File: src/rtl/lcd_write_engine.sv
// lcd_write_engine: HD44780 write timing engine (setup, enable pulse, hold, execution wait).
// Optional macro FOUR_BIT_MODE_EN selects a 4-bit bus (high nibble then low nibble on LCD_DATA[7:4]).
module lcd_write_engine #(
  parameter int T_SETUP     = 4,
  parameter int T_EN        = 16,
  parameter int T_HOLD      = 4,
  parameter int T_EXEC      = 2000,
  parameter int T_EXEC_LONG = 82000,
  parameter int CNT_W       = 18
) (
  input  logic       iCLK,
  input  logic       iRST_N,
  input  logic [7:0] iDATA,
  input  logic       iRS,
  input  logic       iStart,
  output logic       oDone,
  output logic       oBusy,
  output logic [7:0] LCD_DATA,
  output logic       LCD_RW,
  output logic       LCD_EN,
  output logic       LCD_RS
);

  typedef enum logic [2:0] {IDLE, SETUP, PULSE, HOLD, EXEC, DONE} state_t;

  // Each timed state loads T-1 on entry and exits when the counter reaches zero.
  localparam logic [CNT_W-1:0] LD_SETUP = CNT_W'(T_SETUP - 1);
  localparam logic [CNT_W-1:0] LD_EN    = CNT_W'(T_EN - 1);
  localparam logic [CNT_W-1:0] LD_HOLD  = CNT_W'(T_HOLD - 1);
  localparam logic [CNT_W-1:0] LD_EXEC  = CNT_W'(T_EXEC - 1);
  localparam logic [CNT_W-1:0] LD_LONG  = CNT_W'(T_EXEC_LONG - 1);

  state_t           state;
  logic [CNT_W-1:0] cnt;
  logic             is_long;
  logic [CNT_W-1:0] exec_load;

`ifdef FOUR_BIT_MODE_EN
  logic [3:0] low_nib;
  logic       second;
`endif

  assign LCD_RW    = 1'b0;
  assign exec_load = is_long ? LD_LONG : LD_EXEC;

  // NOTE: sequential state uses non-blocking assignments so every register samples pre-edge values.
  always_ff @(posedge iCLK or negedge iRST_N) begin
    if (!iRST_N) begin
      state    <= IDLE;
      cnt      <= '0;
      is_long  <= 1'b0;
      LCD_DATA <= 8'h00;
      LCD_RS   <= 1'b0;
      LCD_EN   <= 1'b0;
      oDone    <= 1'b0;
      oBusy    <= 1'b0;
`ifdef FOUR_BIT_MODE_EN
      low_nib  <= 4'h0;
      second   <= 1'b0;
`endif
    end else begin
      case (state)
        IDLE: begin
          if (iStart) begin
            LCD_RS  <= iRS;
            oBusy   <= 1'b1;
            // Clear display (0x01) and return home (0x02/0x03) need the long execution wait.
            is_long <= ~iRS & (iDATA[7:2] == 6'b0) & (iDATA[1:0] != 2'b0);
            cnt     <= LD_SETUP;
            state   <= SETUP;
`ifdef FOUR_BIT_MODE_EN
            LCD_DATA <= {iDATA[7:4], 4'h0};
            low_nib  <= iDATA[3:0];
            second   <= 1'b0;
`else
            LCD_DATA <= iDATA;
`endif
          end
        end
        SETUP: begin
          if (cnt == '0) begin
            state  <= PULSE;
            cnt    <= LD_EN;
            LCD_EN <= 1'b1;
          end else begin
            cnt <= cnt - CNT_W'(1);
          end
        end
        PULSE: begin
          if (cnt == '0) begin
            state  <= HOLD;
            cnt    <= LD_HOLD;
            LCD_EN <= 1'b0;
          end else begin
            cnt <= cnt - CNT_W'(1);
          end
        end
        HOLD: begin
          if (cnt == '0) begin
`ifdef FOUR_BIT_MODE_EN
            if (!second) begin
              second   <= 1'b1;
              LCD_DATA <= {low_nib, 4'h0};
              cnt      <= LD_SETUP;
              state    <= SETUP;
            end else begin
              state <= EXEC;
              cnt   <= exec_load;
            end
`else
            state <= EXEC;
            cnt   <= exec_load;
`endif
          end else begin
            cnt <= cnt - CNT_W'(1);
          end
        end
        EXEC: begin
          if (cnt == '0) begin
            state <= DONE;
            oDone <= 1'b1;
          end else begin
            cnt <= cnt - CNT_W'(1);
          end
        end
        DONE: begin
          // Requester must drop iStart before another byte can be accepted.
          if (!iStart) begin
            state <= IDLE;
            oDone <= 1'b0;
            oBusy <= 1'b0;
          end
        end
        default: state <= IDLE;
      endcase
    end
  end

endmodule

File: config.mk
export PLATFORM = sky130hd
export DESIGN_NAME = lcd_write_engine
export DESIGN_NICKNAME = d
export VERILOG_FILES = /design/src/rtl/lcd_write_engine.sv
export SDC_FILE = /design/constraint.sdc
export NUM_CORES = 1
export LEC_CHECK = 0
export ABC_CLOCK_PERIOD_IN_PS = 3550
export CORE_ASPECT_RATIO = 1.1
export CORE_MARGIN = 3
export CORE_UTILIZATION = 59
export DETAILED_ROUTE_END_ITERATION = 8
export GPL_ROUTABILITY_DRIVEN = 0
export GPL_TIMING_DRIVEN = 0
export PLACE_DENSITY = 0.92
export SLEW_MARGIN = 20
export SYNTH_ARGS = -nofsm -noshare
export SYNTH_HDL_FRONTEND = slang
export SYNTH_SLANG_ARGS = --single-unit
File: constraint.sdc
create_clock -name iCLK -period 3.55 [get_ports iCLK]
set_input_delay 1.065 -clock iCLK [delete_from_list [all_inputs] [get_ports iCLK]]
set_output_delay 1.065 -clock iCLK [all_outputs]
set_load 0.02 [all_outputs]
==> flow_metrics.py <==
metrics = {
    "sta": {
        "post-route-period-util": 0.793,
        "max_freq_mhz": 355,
        "hold_viol": 0,
        "worst_pin_slew_ps": 681,
        "finalSetupViolations": 0,
        "final_max_slew_viol_count": 0,
        "fin_tns_setup_ps": 0,
        "period_minus_slack_ps": 2820,
        "fin_skew_ps": 14.6,
        "grt_setup_unrepaired": "false",
        "finalWorstSetupSlack_ps": 734,
        "whs_ps": 488,
        "maxSlewHeadroom": 0.544,
    },
    "layout": {
        "antennaDiodeCount": 0,
        "final_common_cell": "dfrtp_1",
        "nets": 267,
        "areaGrowthSynthToFinish_pct": 18.2,
        "layout_common_cells": "34 x dfrtp_1, 30 x o21ai_0, 23 x nor2_1",
        "drive_above_1_share": 0.122,
    },
    "cts": {
        "cts_tree": "done",
        "insertion_delay_ps": 350,
        "cts_buffers": 5,
        "cts_sinks": 34,
        "cts.clk_slew.worst_paths_ps": 120,
        "cts_resized": 0,
        "cts-root-buf": "clkbuf_4",
        "cts_setup_buffers": 0,
        "cts_buffer_depth": 2,
        "h-tree-depth": 2,
        "cts_hold_buffers": 0,
    },
    "worst_setup_path": {
        "crit_required_ps": 3780,
        "timing.rr.start": "cnt[11]$_DFFE_PN0P_",
        "startpoint_type": "input pin",
        "cp.arrival_ps": 3050,
        "critPathMaxFanout": 10,
        "reg2reg_slack_ps": 950,
        "crit_type": "input pin to flop",
        "r2r-end": "cnt[17]$_DFFE_PN0P_",
        "cp-end-kind": "flop",
        "ff2ff_path_depth": 8,
    },
    "hold_path": {
        "hold_depth": 1,
        "worstHoldPathType": "flop to flop",
        "hold_start": "cnt[17]$_DFFE_PN0P_",
        "whs_endpoint": "cnt[17]$_DFFE_PN0P_",
    },
    "route": {
        "viasPerCell": 6.21,
        "dr.pass1.iters": 5,
        "drtIter0Drc": 90,
        "drtAntennaViolNets": 0,
        "wl_per_cell_um": 15.7,
        "wirelength_um": 4520,
        "vias": 1788,
        "drc_errors": 0,
    },
    "global_routing": {
        "top_usage_layer": "met2",
        "grtUsageMet3": 0.0736,
        "globalRouteMet1Util": 0.323,
        "use_met2": 0.415,
        "grt_pass1_wl_um": 7770,
        "antenna_found_initial": 0,
        "grt_pass1_vias": 1716,
        "grt_use_total": 0.257,
        "grt_max_degree": 25,
        "overflow": 0,
    },
    "floorplanning": {
        "num_rows": 21,
        "initial_core_util": 0.629,
        "io_pins": 25,
        "chipWidth_um": 61.1,
        "die_h_um": 66.6,
        "fp.dieArea_um2": 4070,
        "coreArea_um2": 3130,
    },
    "run": {
        "maxCapViolations": 0,
    },
    "yosys": {
        "synth-seq-area-share": 0.432,
        "synth-main-ff-cell": "dfrtp_1",
        "ys_warn_count": 0,
        "ys_types": 48,
        "synthAdderAreaFrac": 0.0127,
        "synth_edf_count": 0,
        "synth-xor-area-share": 0.0178,
        "syn-cell-area_um2": 1970,
        "syn_avg_cell_area_um2": 8.87,
        "synth_top_family_by_area": "compound AO/OA/AOI/OAI gates",
        "synthMuxAreaShare": 0.0566,
        "yosys.area_share.simple": 0.211,
        "synth_compound_area_frac": 0.227,
        "ys_seq_elements": 34,
        "async_flop_share": 1.00,
        "synth_nets": 236,
        "netlist_instances": 222,
    },
    "place": {
        "place_ws_ps": 389,
        "detailed_place_hpwl_um": 3350,
        "port_buffers": 23,
    },
    "pwr": {
        "power.density_nw_per_um2": 294,
        "p_total_mw": 0.684,
        "power_leakage_nw": 0.874,
        "vdd_drop_max_v": 0.000282,
    },
    "status": {
        "outcome": "finished clean",
    },
}
[area by class of cell]
class                      count  area (um2)
sequential                    34         851
clock inverter                 2        12.5
buffer                        12        61.3
clock buffer                   6        51.3
inverter                       5        18.8
tap                           34        42.5
fill                         211         800
multi-input combinational    171        1040
timing repair buffer          24         253
[routing by layer]
metal,vias to the layer above,routed length (um)
met5,-,0
met4,0,65
met3,6,304
met2,66,2170
met1,840,1980
li1,876,-
[cell usage after synthesis, types with 4 or more instances]
cell type | number | area [um2]
a21oi_1 | 16 | 80.1
buf_2 | 4 | 20.0
clkbuf_1 | 6 | 22.5
dfrtp_1 | 34 | 851
inv_1 | 5 | 18.8
mux2_2 | 9 | 101
nand2_1 | 14 | 52.6
nand2b_1 | 4 | 25.0
nor2_1 | 23 | 86.3
nor2b_1 | 5 | 31.3
nor3_1 | 12 | 60.1
o21ai_0 | 30 | 150
o31ai_1 | 6 | 45.0
[worst max path at each step]
stage | from | to | slack [ps] | cells after the start
2_1_floorplan | iStart | LCD_DATA[0]$_DFFE_PN0P_ | 1250 | 3
3_3_place_gp | iStart | LCD_DATA[6]$_DFFE_PN0P_ | 370 | 4
3_5_place_dp | iStart | LCD_DATA[6]$_DFFE_PN0P_ | 390 | 4
4_1_cts | iStart | LCD_DATA[2]$_DFFE_PN0P_ | 750 | 4
5_1_grt | iStart | LCD_DATA[5]$_DFFE_PN0P_ | 630 | 4
6_report | iStart | LCD_DATA[2]$_DFFE_PN0P_ | 730 | 4
[state kept, by name, summed over array words and instances (netlist names)]
register and count:
LCD_DATA 8, LCD_EN 1, LCD_RS 1, cnt 18, is_long 1, oBusy 1, oDone 1, state 3
[worst max-delay path: stages]
cell	delay, ps
clkdlybuf4s50_1	550
nor4b_1	580
clkbuf_1	450
mux2_2	390
[kinds of logic (layout without fill, tap and decap cells)]
logic type,Yosys count,count (layout)
AO/OA/AOI/OAI,74,74
XOR/XNOR,4,4
adder cells (fa/ha/maj),2,2
buffers and inverters,17,49
flip-flops,34,34
multiplexers,10,10
other,1,1
AND/OR/NAND/NOR,80,80
[metrics by stage]
step                std cells  utilization  instance area (um2)
detailed placement        280        0.724                 2260
global route              288        0.744                 2330
CTS                       288        0.744                 2330
global placement          279        0.717                 2240
floorplan                 222            -                 1970
finish                    288        0.744                 2330
[power breakdown]
| group | switching, mW | total, mW | internal, mW | leakage [nW] |
|---|---|---|---|---|
| clock | 0.137 | 0.232 | 0.0951 | 0.0343 |
| combinational | 0.0243 | 0.0528 | 0.0285 | 0.454 |
| sequential | 0.00536 | 0.399 | 0.394 | 0.386 |
Note: power is estimated with default switching activity, not from simulation.
